`config.mk`:
```
export PLATFORM = sky130hd
export DESIGN_NAME = cfg_bus_master
export DESIGN_NICKNAME = d
export VERILOG_FILES = /design/src/rtl/sync_params.sv /design/src/rtl/cfg_rdback_or.sv /design/src/rtl/cfg_bus_master.sv
export SDC_FILE = /design/constraint.sdc
export NUM_CORES = 1
export LEC_CHECK = 0
export BUFFER_PORTS_ARGS = -buffer_cell sky130_fd_sc_hd__buf_2
export CAP_MARGIN = 20
export CORE_MARGIN = 2
export CORE_UTILIZATION = 43
export CTS_CLUSTER_DIAMETER = 80
export CTS_CLUSTER_SIZE = 28
export DETAILED_ROUTE_END_ITERATION = 16
export PLACE_DENSITY_LB_ADDON = 0.08
export SKIP_CTS_REPAIR_TIMING = 1
export SYNTH_ARGS = -nofsm -noshare
export SYNTH_HDL_FRONTEND = slang
export SYNTH_SLANG_ARGS = --single-unit
```
`constraint.sdc`:
```
create_clock -name clk -period 1.97 [get_ports clk]
set_input_delay 0.0985 -clock clk [delete_from_list [all_inputs] [get_ports clk]]
set_output_delay 0.0985 -clock clk [all_outputs]
set_load 0.02 [all_outputs]
```
`src/rtl/sync_params.sv`:
```
// Shared constants for the sync block configuration bus: data/address widths,
// register addresses and the bus master FSM state encoding.
// Latency: none (constants only). Backpressure: none.
package sync_params;

  localparam int MSB              = 31;
  localparam int MSB_REGS_ADDRESS = 7;

  // Register addresses decoded by the sampler register bank.
  localparam logic [MSB_REGS_ADDRESS:0] NUMSAMPLESREG = 8'h04;
  localparam logic [MSB_REGS_ADDRESS:0] SUBVALUEREG   = 8'h05;

  // Bus master FSM encoding.
  typedef logic [1:0] bus_state_t;
  localparam bus_state_t IDLE    = 2'd0;
  localparam bus_state_t WR      = 2'd1;
  localparam bus_state_t RD_WAIT = 2'd2;
  localparam bus_state_t RESP    = 2'd3;

endpackage

```
`src/rtl/cfg_rdback_or.sv`:
```
// Folds the per-bank readback words into one word with a bitwise OR.
// Latency: combinational, zero cycles.
// Backpressure: none; a bank that is not addressed drives zero.
// Ports: rd_bus  - NUM_RD concatenated words, slot i at [(i+1)*W-1 : i*W]
//        rd_word - OR of all slots
module cfg_rdback_or #(
  parameter int NUM_RD = 2,
  parameter int W      = 32
) (
  input  logic [NUM_RD*W-1:0] rd_bus,
  output logic [W-1:0]        rd_word
);

  always_comb begin
    rd_word = '0;
    for (int i = 0; i < NUM_RD; i++) begin
      rd_word = rd_word | rd_bus[i*W +: W];
    end
  end

endmodule

```
`src/rtl/cfg_bus_master.sv`:
```
// Initiator for the register configuration bus: one write or read at a time.
// Latency: write strobe 1 cycle after accept, write response after 2; read response after RD_LATENCY+1.
// Backpressure: req_ready is low from accept until the response handshake; rsp_ready low holds RESP indefinitely.
// Ports: req_*  - command port (valid/ready), rsp_* - response port (valid/ready),
//        cfg_we/cfg_addr/cfg_data_in - bus outputs, cfg_data_out_bus - NUM_RD readback slots.
module cfg_bus_master #(
  parameter int MSB              = sync_params::MSB,
  parameter int MSB_REGS_ADDRESS = sync_params::MSB_REGS_ADDRESS,
  parameter int NUM_RD           = 2,
  parameter int RD_LATENCY       = 1
) (
  input  logic                          clk,
  input  logic                          rst_n,
  input  logic                          req_valid,
  output logic                          req_ready,
  input  logic                          req_write,
  input  logic [MSB_REGS_ADDRESS:0]     req_addr,
  input  logic [MSB:0]                  req_wdata,
  output logic                          rsp_valid,
  input  logic                          rsp_ready,
  output logic                          rsp_write,
  output logic [MSB:0]                  rsp_rdata,
  output logic                          cfg_we,
  output logic [MSB_REGS_ADDRESS:0]     cfg_addr,
  output logic [MSB:0]                  cfg_data_in,
  input  logic [NUM_RD*(MSB+1)-1:0]     cfg_data_out_bus
);

  import sync_params::*;

  localparam int         DW      = MSB + 1;
  localparam logic [2:0] RD_WAIT_INIT = 3'(RD_LATENCY);

  bus_state_t    state;
  bus_state_t    state_nxt;
  logic [2:0]    wait_cnt;
  logic [DW-1:0] rd_word;

  cfg_rdback_or #(
    .NUM_RD (NUM_RD),
    .W      (DW)
  ) u_rdback_or (
    .rd_bus  (cfg_data_out_bus),
    .rd_word (rd_word)
  );

  // State register.
  always_ff @(posedge clk) begin
    if (!rst_n) begin
      state <= IDLE;
    end else begin
      state <= state_nxt;
    end
  end

  // Next-state logic. RESP never falls straight through to a new accept:
  // the command port only opens once the FSM is back in IDLE.
  always_comb begin
    state_nxt = state;
    case (state)
      IDLE:    if (req_valid) state_nxt = req_write ? WR : RD_WAIT;
      WR:      state_nxt = RESP;
      RD_WAIT: if (wait_cnt == 3'd1) state_nxt = RESP;
      RESP:    if (rsp_ready) state_nxt = IDLE;
      default: state_nxt = IDLE;
    endcase
  end

  // Outputs decoded from state only, so a reset edge clears them at once.
  always_comb begin
    req_ready = (state == IDLE);
    rsp_valid = (state == RESP);
    cfg_we    = (state == WR);
  end

  // Bus and response registers. cfg_addr/cfg_data_in are only reloaded on
  // accept, so the bus keeps its last values while idle.
  always_ff @(posedge clk) begin
    if (!rst_n) begin
      cfg_addr    <= '0;
      cfg_data_in <= '0;
      rsp_write   <= 1'b0;
      rsp_rdata   <= '0;
      wait_cnt    <= '0;
    end else begin
      case (state)
        IDLE: begin
          if (req_valid) begin
            cfg_addr    <= req_addr;
            cfg_data_in <= req_wdata;
            rsp_write   <= req_write;
            if (!req_write) wait_cnt <= RD_WAIT_INIT;
          end
        end
        WR: begin
          rsp_rdata <= '0;
        end
        RD_WAIT: begin
          // The last wait cycle is the one where readback is valid.
          if (wait_cnt == 3'd1) rsp_rdata <= rd_word;
          wait_cnt <= wait_cnt - 3'd1;
        end
        default: begin
        end
      endcase
    end
  end

endmodule

```
==> out/qor.txt, run 1 <==
CTS tree - done
Fill cells - 621
Post-Synthesis Cells - 367
Share of power burned in registers - 39.2%
Comb pwr share - 30.3%
Worst-Margin Slew - 0.506 ns
Share of the yosys chip area belonging to registers - 52.2%
Crit path launch type - register
Library cells used by synthesis - 24
Levels on crit path - 5
Area of the die - 0.00765 mm²
Nets - 678
Min-delay worst type - in2reg
Synthesis-to-layout area growth - 48.2%
Multi-input logic area - 0.00126 mm²
Achievable frequency - 589 MHz
CP Launch Point - state[0]
Crit Path Class - reg2reg
Core area - 0.00676 mm²
Clk_skew - 0.0137 ns
GRT Total Usage - 19.3%
Fin Setup TNS - 0 ns
Post-synth top area share - 52.2%
Drt drc - 0
Synth Cell Area - 0.00299 mm²
Tot Pwr - 4.81 mW
RSZ-0062 raised after global routing - false
H-tree Lvls - 3
Syn Area/Cell - 8.16 µm²
Worst hold start - req_wdata[2]
RD Place Congestion - 0.786
Top Ports - 185
# diodes - 0
FF/Latch Area - 0.00156 mm²
Switching share of power - 33.3%
Final WL - 8100 µm
Clk buf depth - 2
Die Span Y - 87.4 µm
Die X - 87.4 µm
Clk pwr share - 30.5%
CTS buffer count - 9
Required time of the worst setup path - 2.24 ns
# setup viols final - 0
CP bufs+invs - 1
Number of global-route vias before repair - 2755
Worst slew margin relative to its limit - 66.3%
Cell Count, Final, Fillers Out - 648
Hold Slack - -0.0190 ns
Port Buf Inserts - 184
Starting Density - 44.3%
Yosys warns - 0
Largest net degree at the start of global routing - 42
Power Density - 1080 mW/mm²
Crit-path slowest cell - and3b_2
Post-synth net total - 482
FF+latch count, synth - 78
Placed insts - 609
Clock Sinks - 78
Peak supply drop - 0.562 mV
Initial drt markers - 114
Critical Path AT - 1.97 ns
Critical-path cell list - inv_1 -> ha_1 -> and3b_2 -> o21ai_0 -> a21oi_1
Pleak - 2.10 nW
Failing checks - hold timing
Run status - finished, violations left
Reg2Reg Depth - 5
Site Rows - 30
Initial antenna violation count - 0
Hold Vio Cnt, Final - 15
DR vias/cell - 4.90
Final cycle utilization of the critical path - 86.2%
CP max stage delay - 0.55 ns
Internal power - 3.21 mW
DRT Pass-1 Iters - 4
Post-layout min period - 1.70 ns
Sw Pwr - 1.60 mW
First-pass GRT wire length - 11800 µm
Gr ovfl total - 0
Most area-consuming cells after synthesis - dfxtp_1, a21oi_1, nand2_1
DP Wirelength - 5430 µm
Root Buffer - clkbuf_8
Via Count - 3177
R2R setup slack - 0.27 ns
Reg clk slew, reported paths - 0.09 ns
Leading area contributor after synthesis - dfxtp_1
Max-Cap Viols - 0
Routed Antenna Nets - 0
Clock Latency Late Sink - 0.35 ns
Worst hold stages - 3
Crit end category - register
Avg WL per Cell - 12.5 µm
R2R Path Start - state[0]
CP max FO - 32
Fin. max-slew vios - 0
Share of layout cells above drive strength 1 - 36.8%
Delay-heaviest family, CP - simple AND/OR/NAND/NOR gates
area by class of cell:
cell class | count | area share (%)
Clock buffer | 11 | 3.19
Clock inverter | 5 | 2.40
Inverter | 8 | 0.677
Multi-Input combinational cell | 253 | 28.5
Sequential cell | 78 | 35.2
Tap cell | 80 | 2.26
Timing Repair Buffer | 213 | 27.8
flip-flops by register name, indices dropped and copies added (netlist names):
| register | count |
|---|---|
| cfg_addr | 8 |
| cfg_data_in | 32 |
| rsp_rdata | 32 |
| rsp_write | 1 |
| state | 2 |
| wait_cnt | 3 |
cells in the mapped netlist, drive strengths merged:
| cell type | n |
|---|---|
| nand2 | 87 |
| dfxtp | 78 |
| a21oi | 73 |
| o21ai | 36 |
| nand3 | 32 |
| buf | 23 |
| inv | 8 |
| ha | 6 |
| clkbuf | 5 |
| nor2b | 3 |
| and2 | 2 |
| mux2i | 2 |
| nand2b | 2 |
| o211ai | 2 |
| a222oi | 1 |
| and3b | 1 |
| and4b | 1 |
| mux2 | 1 |
| nand3b | 1 |
| nand4b | 1 |
| o211a | 1 |
| o32ai | 1 |
tightest hold or removal path: cells and delay by family:
family                 cells  cell delay, ns
AO/OA/AOI/OAI              1            0.05
AND/OR/NAND/NOR            1            0.05
buffers and inverters      1            0.09
metrics by stage:
stage               hold WS, ns  worst slack, ns  util, %  area, µm²
floorplan                 0.235            0.445        -       2990
global placement          0.338            0.339     58.6       3960
detailed placement        0.344            0.279     58.6       3960
CTS                     -0.0357            0.267     62.3       4210
global route           -0.00189           0.0717     65.7       4440
finish                  -0.0190            0.271     65.7       4440
cells in the final DEF, fill, tap and decap left out, drive strengths merged:
master	instances
buf	190
nand2	87
dfxtp	78
a21oi	73
o21ai	36
nand3	32
dlygate4sd3	23
clkbuf	11
inv	8
ha	6
nor2b	3
bufinv	3
and2	2
o211ai	2
nand2b	2
mux2i	2
mux2	1
o32ai	1
o211a	1
a222oi	1
and3b	1
nand3b	1
and4b	1
nand4b	1
clkinvlp	1
clkinv	1
path summary, 6_finish.rpt:
path                     to
max           rsp_rdata[22]
max reg2reg   rsp_rdata[22]
min reg2reg  cfg_data_in[0]
min          cfg_data_in[2]
layer usage:
layer | vias to the layer above | share of wire, % | wire, µm | global-route usage, %
li1 | 1629 | - | - | -
met1 | 1434 | 42 | 3430 | 22.3
met2 | 105 | 50 | 4020 | 34.1
met3 | 9 | 6.9 | 562 | 5.12
met4 | 0 | 1.1 | 87 | 7.13
met5 | - | 0 | 0 | 0
logic make-up (layout without fill, tap and decap cells):
kind of cell	after synthesis	count (layout)	synth area share [%]
fa+ha+maj	6	6	2.51
flops	78	78	52.2
mux	3	3	1.04
buf+inv	36	237	5.64
simple gates	130	130	19.0
compound gates	114	114	19.7
power groups by stage:
stage / sequential, mW / combinational (mW) / clock (mW)
finish: 1.88 / 1.46 / 1.47
global route: 1.91 / 1.61 / 1.55
CTS: 1.88 / 1.43 / 1.49
detailed placement: 1.92 / 1.43 / 0
global placement: 1.91 / 1.41 / 0
floorplan: 2.14 / 0.736 / 0
Note: power is estimated with default switching activity, not from simulation.
==> run 2, diff against run 1 <==
Settings changed: PLACE_DENSITY set to 0.89, PLACE_DENSITY_LB_ADDON 0.08 to not set.
==> out/qor.txt, run 2 (synthesized netlist as in run 1, its figures left out) <==
Tot Pwr - 4.30 mW (-11%)
Starting Density - 44.3% (unchanged)
First-pass GRT wire length - 12100 µm (+2.8%)
Min-delay worst type - in2reg
Clock Latency Late Sink - 0.33 ns (-0.02 ns)
Via Count - 3167 (-0.31%)
Fin Setup TNS - 0 ns (unchanged)
Crit end category - register
Clk_skew - 0.00946 ns (-0.00423 ns)
DRT Pass-1 Iters - 4 (unchanged)
Clock Sinks - 78 (unchanged)
Post-layout min period - 1.71 ns (+0.0103 ns)
Hold Vio Cnt, Final - 1 (-14)
Worst slew margin relative to its limit - 67.6% (+1.3 points)
Final Util - 63.0% (-2.6 points)
Routed Antenna Nets - 0 (unchanged)
H-tree Lvls - 3 (unchanged)
Die X - 87.4 µm (unchanged)
CTS tree - done
Worst-Margin Slew - 0.486 ns (-0.0202 ns)
Number of global-route vias before repair - 2863 (+3.9%)
Placed Area - 0.00393 mm² (-0.63%)
Area of the die - 0.00765 mm² (unchanged)
Required time of the worst setup path - 2.22 ns (-0.02 ns)
Reg clk slew, reported paths - 0.08 ns (about the same)
Root Buffer - clkbuf_8
GRT Total Usage - 19.9% (+0.54 points)
Top Ports - 185 (unchanged)
Crit Path Class - reg2reg
Drt drc - 0 (unchanged)
Most common cell after layout, fill and taps aside - buf_2
Regs by FF count - cfg_data_in x32, rsp_rdata x32, cfg_addr x8
Fin. max-slew vios - 0 (unchanged)
DR vias/cell - 4.94 (+0.77%)
Nets - 672 (-0.88%)
Max-Cap Viols - 0 (unchanged)
Clk buf depth - 2 (unchanged)
Final cycle utilization of the critical path - 86.7% (+0.52 points)
RD Place Congestion - 0.803 (+2.1%)
Run status - finished, violations left
Site Rows - 30 (unchanged)
# setup viols final - 0 (unchanged)
Final WL - 8320 µm (+2.7%)
Final instance area - 0.00426 mm² (-4.0%)
Peak supply drop - 0.803 mV (+43%)
Commonest non-fill, non-tap cells in the layout - buf_2, nand2_1, dfxtp_1
Power Density - 1010 mW/mm² (-6.8%)
CP max FO - 32 (unchanged)
RSZ-0062 raised after global routing - false
Gr ovfl total - 0 (unchanged)
Core area - 0.00676 mm² (unchanged)
Largest net degree at the start of global routing - 42 (unchanged)
DP Wirelength - 5880 µm (+8.3%)
Hold Slack - -0.000311 ns (+0.0187 ns)
Pleak - 2.02 nW (-3.5%)
Avg WL per Cell - 13.0 µm (+3.8%)
Die Span Y - 87.4 µm (unchanged)
Share of layout cells above drive strength 1 - 37.1% (+0.28 points)
Synthesis-to-layout area growth - 42.2%
Crit path launch type - register
Critical Path AT - 1.96 ns (about the same)
Initial antenna violation count - 0 (unchanged)
Achievable frequency - 585 MHz (-0.60%)
CTS buffer count - 9 (unchanged)
# diodes - 0 (unchanged)
Failing checks - hold timing
Initial drt markers - 123 (+7.9%)
Port Buf Inserts - 184 (unchanged)
==> run 2: changes by cell type in the layout (fill, tap and decap cells not counted), sizes merged <==
cell	change
bufinv	-3
clkbuf	-1
clkinv	+3
dlygate4sd3	-6
==> run 2: worst paths after layout <==
check | cells past startpoint | end | from | slack (ns)
setup / recovery | 5 | rsp_rdata[16] | state[0] | 0.26
hold / removal | 3 | cfg_data_in[0] | req_wdata[0] | -0.0003
setup reg to reg | 5 | rsp_rdata[16] | state[0] | 0.26
hold reg to reg | 2 | cfg_data_in[17] | cfg_data_in[17] | 0.45
==> run 2: cell type report <==
cell class / instances / area (µm²)
clock buffers: 10 / 128
clock inverters: 5 / 27.5
fillers: 579 / 2500
inverters: 8 / 30.0
multi-input cells: 253 / 1260
flip-flops and latches: 78 / 1560
well taps: 80 / 100
repair buffers: 207 / 1150
==> run 2: routing by layer <==
| metal | track usage, % | part of all wire [%] | up-vias |
|---|---|---|---|
| met3 | 7.30 | 6.9 | 6 |
| li1 | - | - | 1616 |
| met4 | 5.73 | 0.78 | 0 |
| met5 | 0 | 0 | - |
| met2 | 37.0 | 51 | 121 |
| met1 | 20.7 | 41 | 1424 |
==> run 2: worst max-delay path, cell delays in order, from the launching register on <==
cell and delay (ns):
dfxtp_1 0.34, inv_1 0.09, ha_1 0.29, and3b_2 0.53
o21ai_0 0.20, a21oi_1 0.18
==> run 2: power breakdown <==
| group | total, mW | switching, mW | leakage, nW | internal, mW |
|---|---|---|---|---|
| combinational | 1.43 | 0.907 | 1.31 | 0.520 |
| clock | 0.983 | 0.540 | 0.0817 | 0.442 |
| sequential | 1.89 | 0.107 | 0.636 | 1.78 |
==> run 2: through the flow <==
stage          worst slack (ns)  std cells
3_3_place_gp              0.384        609
2_1_floorplan             0.445        367
4_1_cts                   0.254        624
3_5_place_dp              0.259        609
5_1_grt                  0.0337        641
6_report                  0.261        641
==> run 3, diff against run 2 <==
Settings changed: GPL_TIMING_DRIVEN set to 0, PLACE_DENSITY 0.89 to 0.86.
==> out/qor.txt, run 3 (synthesized netlist as in run 1, its figures left out) <==
Run status - finished, violations left
Failing checks - hold timing
Crit path launch type - register
Nets - 694 (+3.3%)
Final WL - 8560 µm (+2.8%)
Die X - 87.4 µm (unchanged)
Hold Slack - -0.0106 ns (-0.0102 ns)
CP bufs+invs - 2 (+1)
Pleak - 2.10 nW (+3.7%)
DRT Pass-1 Iters - 4 (unchanged)
Min-delay worst type - in2reg
Comb pwr share - 32.5% (-0.7 points)
Post-layout min period - 1.68 ns (-0.0249 ns)
Peak supply drop - 0.623 mV (-22%)
Worst-Margin Slew - 0.481 ns (-0.00437 ns)
Reg2Reg Depth - 6 (+1)
Sw Pwr - 1.57 mW (+0.86%)
Number of global-route vias before repair - 2775 (-3.1%)
Tot Pwr - 4.50 mW (+4.7%)
Port Buf Inserts - 183 (-0.54%)
Worst slew margin relative to its limit - 67.9% (+0.29 points)
Final Util - 64.8% (+1.8 points)
Critical Path AT - 1.95 ns (about the same)
Switching share of power - 34.8% (-1.3 points)
Commonest non-fill, non-tap cells in the layout - buf_2, nand2_1, dfxtp_1
Fin. max-slew vios - 0 (unchanged)
Die Span Y - 87.4 µm (unchanged)
Hold Vio Cnt, Final - 7 (+6)
Internal power - 2.93 mW (+6.9%)
Area of the die - 0.00765 mm² (unchanged)
Worst hold stages - 3 (unchanged)
Crit-path slowest cell - dfxtp_1
DR vias/cell - 4.91 (-0.66%)
CTS buffer count - 9 (unchanged)
R2R Path Start - state[0]
Drt drc - 0 (unchanged)
Synthesis-to-layout area growth - 46.3%
Clk buf depth - 2 (unchanged)
CP max FO - 10 (-69%)
Critical-path cell list - inv_1 -> ha_1 -> nand2_1 -> clkbuf_1 -> nand2_1 -> a21oi_1
Initial drt markers - 117 (-4.9%)
Worst hold start - req_wdata[18]
Max-Cap Viols - 0 (unchanged)
R2R setup slack - 0.29 ns (+0.02 ns)
Regs by FF count - cfg_data_in x32, rsp_rdata x32, cfg_addr x8
Worst slack, placed - 0.272 ns (+0.0125 ns)
Reg clk slew, reported paths - 0.08 ns (about the same)
Power Density - 1030 mW/mm² (+1.9%)
Starting Density - 44.3% (unchanged)
Crit Path Class - reg2reg
GRT Total Usage - 20.5% (+0.60 points)
Initial antenna violation count - 0 (unchanged)
Routed Antenna Nets - 0 (unchanged)
Worst setup margin - 0.286 ns (+0.0249 ns)
Multi-input logic area - 0.00126 mm² (unchanged)
Required time of the worst setup path - 2.24 ns (+0.02 ns)
# diodes - 0 (unchanged)
# setup viols final - 0 (unchanged)
Via Count - 3254 (+2.7%)
Site Rows - 30 (unchanged)
DP Wirelength - 6230 µm (+6.0%)
Clk pwr share - 25.5% (+2.6 points)
H-tree Lvls - 3 (unchanged)
Share of power burned in registers - 42.1% (-1.9 points)
Clk_skew - 0.00936 ns (-0.000100 ns)
Clock Latency Late Sink - 0.34 ns (about the same)
FF/Latch Area - 0.00156 mm² (unchanged)
Crit end category - register
CP max stage delay - 0.38 ns (-0.15 ns)
First-pass GRT wire length - 12400 µm (+2.5%)
Crit path top cell by count - nand2_1
CTS tree - done
RD Place Congestion - 0.783 (-2.5%)
Endpoint, Worst Hold - cfg_data_in[18]
Core area - 0.00676 mm² (unchanged)
Root Buffer - clkbuf_8
RSZ-0062 raised after global routing - false
Avg WL per Cell - 12.9 µm (-0.58%)
Gr ovfl total - 0 (unchanged)
R2r endpoint - cfg_addr[0]
Most common cell after layout, fill and taps aside - buf_2
Largest net degree at the start of global routing - 13 (-69%)
Achievable frequency - 594 MHz (+1.5%)
Clock Sinks - 78 (unchanged)
Share of layout cells above drive strength 1 - 37.9% (+0.83 points)
Fin Setup TNS - 0 ns (unchanged)
Final cycle utilization of the critical path - 85.5% (-1.3 points)
Delay-heaviest family, CP - buffers and inverters
Top Ports - 185 (unchanged)
Fill cells - 579 (unchanged)
[run 3: cell count changes in the layout (fill, tap and decap cells not counted), sizes merged]
cell,previous run,this run
dlygate4sd3,17,18
clkbuf,10,16
clkinv,4,2
buf,190,206
bufinv,0,1
[run 3: worst max-delay path by stage]
stage,to,depth (start not counted),from,slack [ns]
floorplan,state[0],4,state[0],0.44
global placement,cfg_data_in[14],6,state[0],0.37
detailed placement,cfg_addr[0],6,state[0],0.27
CTS,cfg_addr[0],6,state[0],0.26
global route,cfg_data_in[1],6,state[0],0.09
finish,cfg_addr[0],6,state[0],0.29
[run 3: worst min-delay path: stages]
cell and delay (ns):
buf_2 0.10, nand2_1 0.04, a21oi_1 0.05
[run 3: power groups by stage]
stage	clock network [mW]	registers (mW)	logic [mW]
after global routing	1.24	1.92	1.63
after floorplan	0	2.14	0.736
final	1.15	1.89	1.46
after CTS	1.18	1.89	1.44
after global placement	0	1.91	1.40
after detailed placement	0	1.93	1.43
[run 3: layout make-up]
class | count | area share, %
clock inverter | 4 | 1.09
inverter | 8 | 0.686
buffer | 28 | 3.17
tap | 80 | 2.29
sequential | 78 | 35.7
multi-input combinational | 253 | 28.9
clock buffer | 11 | 3.23
timing repair buffer | 201 | 25.0
[run 3: metal layers]
metal	global-route usage (%)	wire (µm)	vias up
li1	-	-	1666
met1	22.7	3360	1452
met2	36.0	4350	130
met3	7.11	765	6
met4	7.55	80	0
met5	0	0	-
[run 3: per-stage QoR]
step / cell area [µm²] / cells
6_report: 4380 / 663
5_1_grt: 4380 / 663
4_1_cts: 4200 / 645
3_5_place_dp: 4010 / 630
3_3_place_gp: 4010 / 630
2_1_floorplan: 2990 / 367
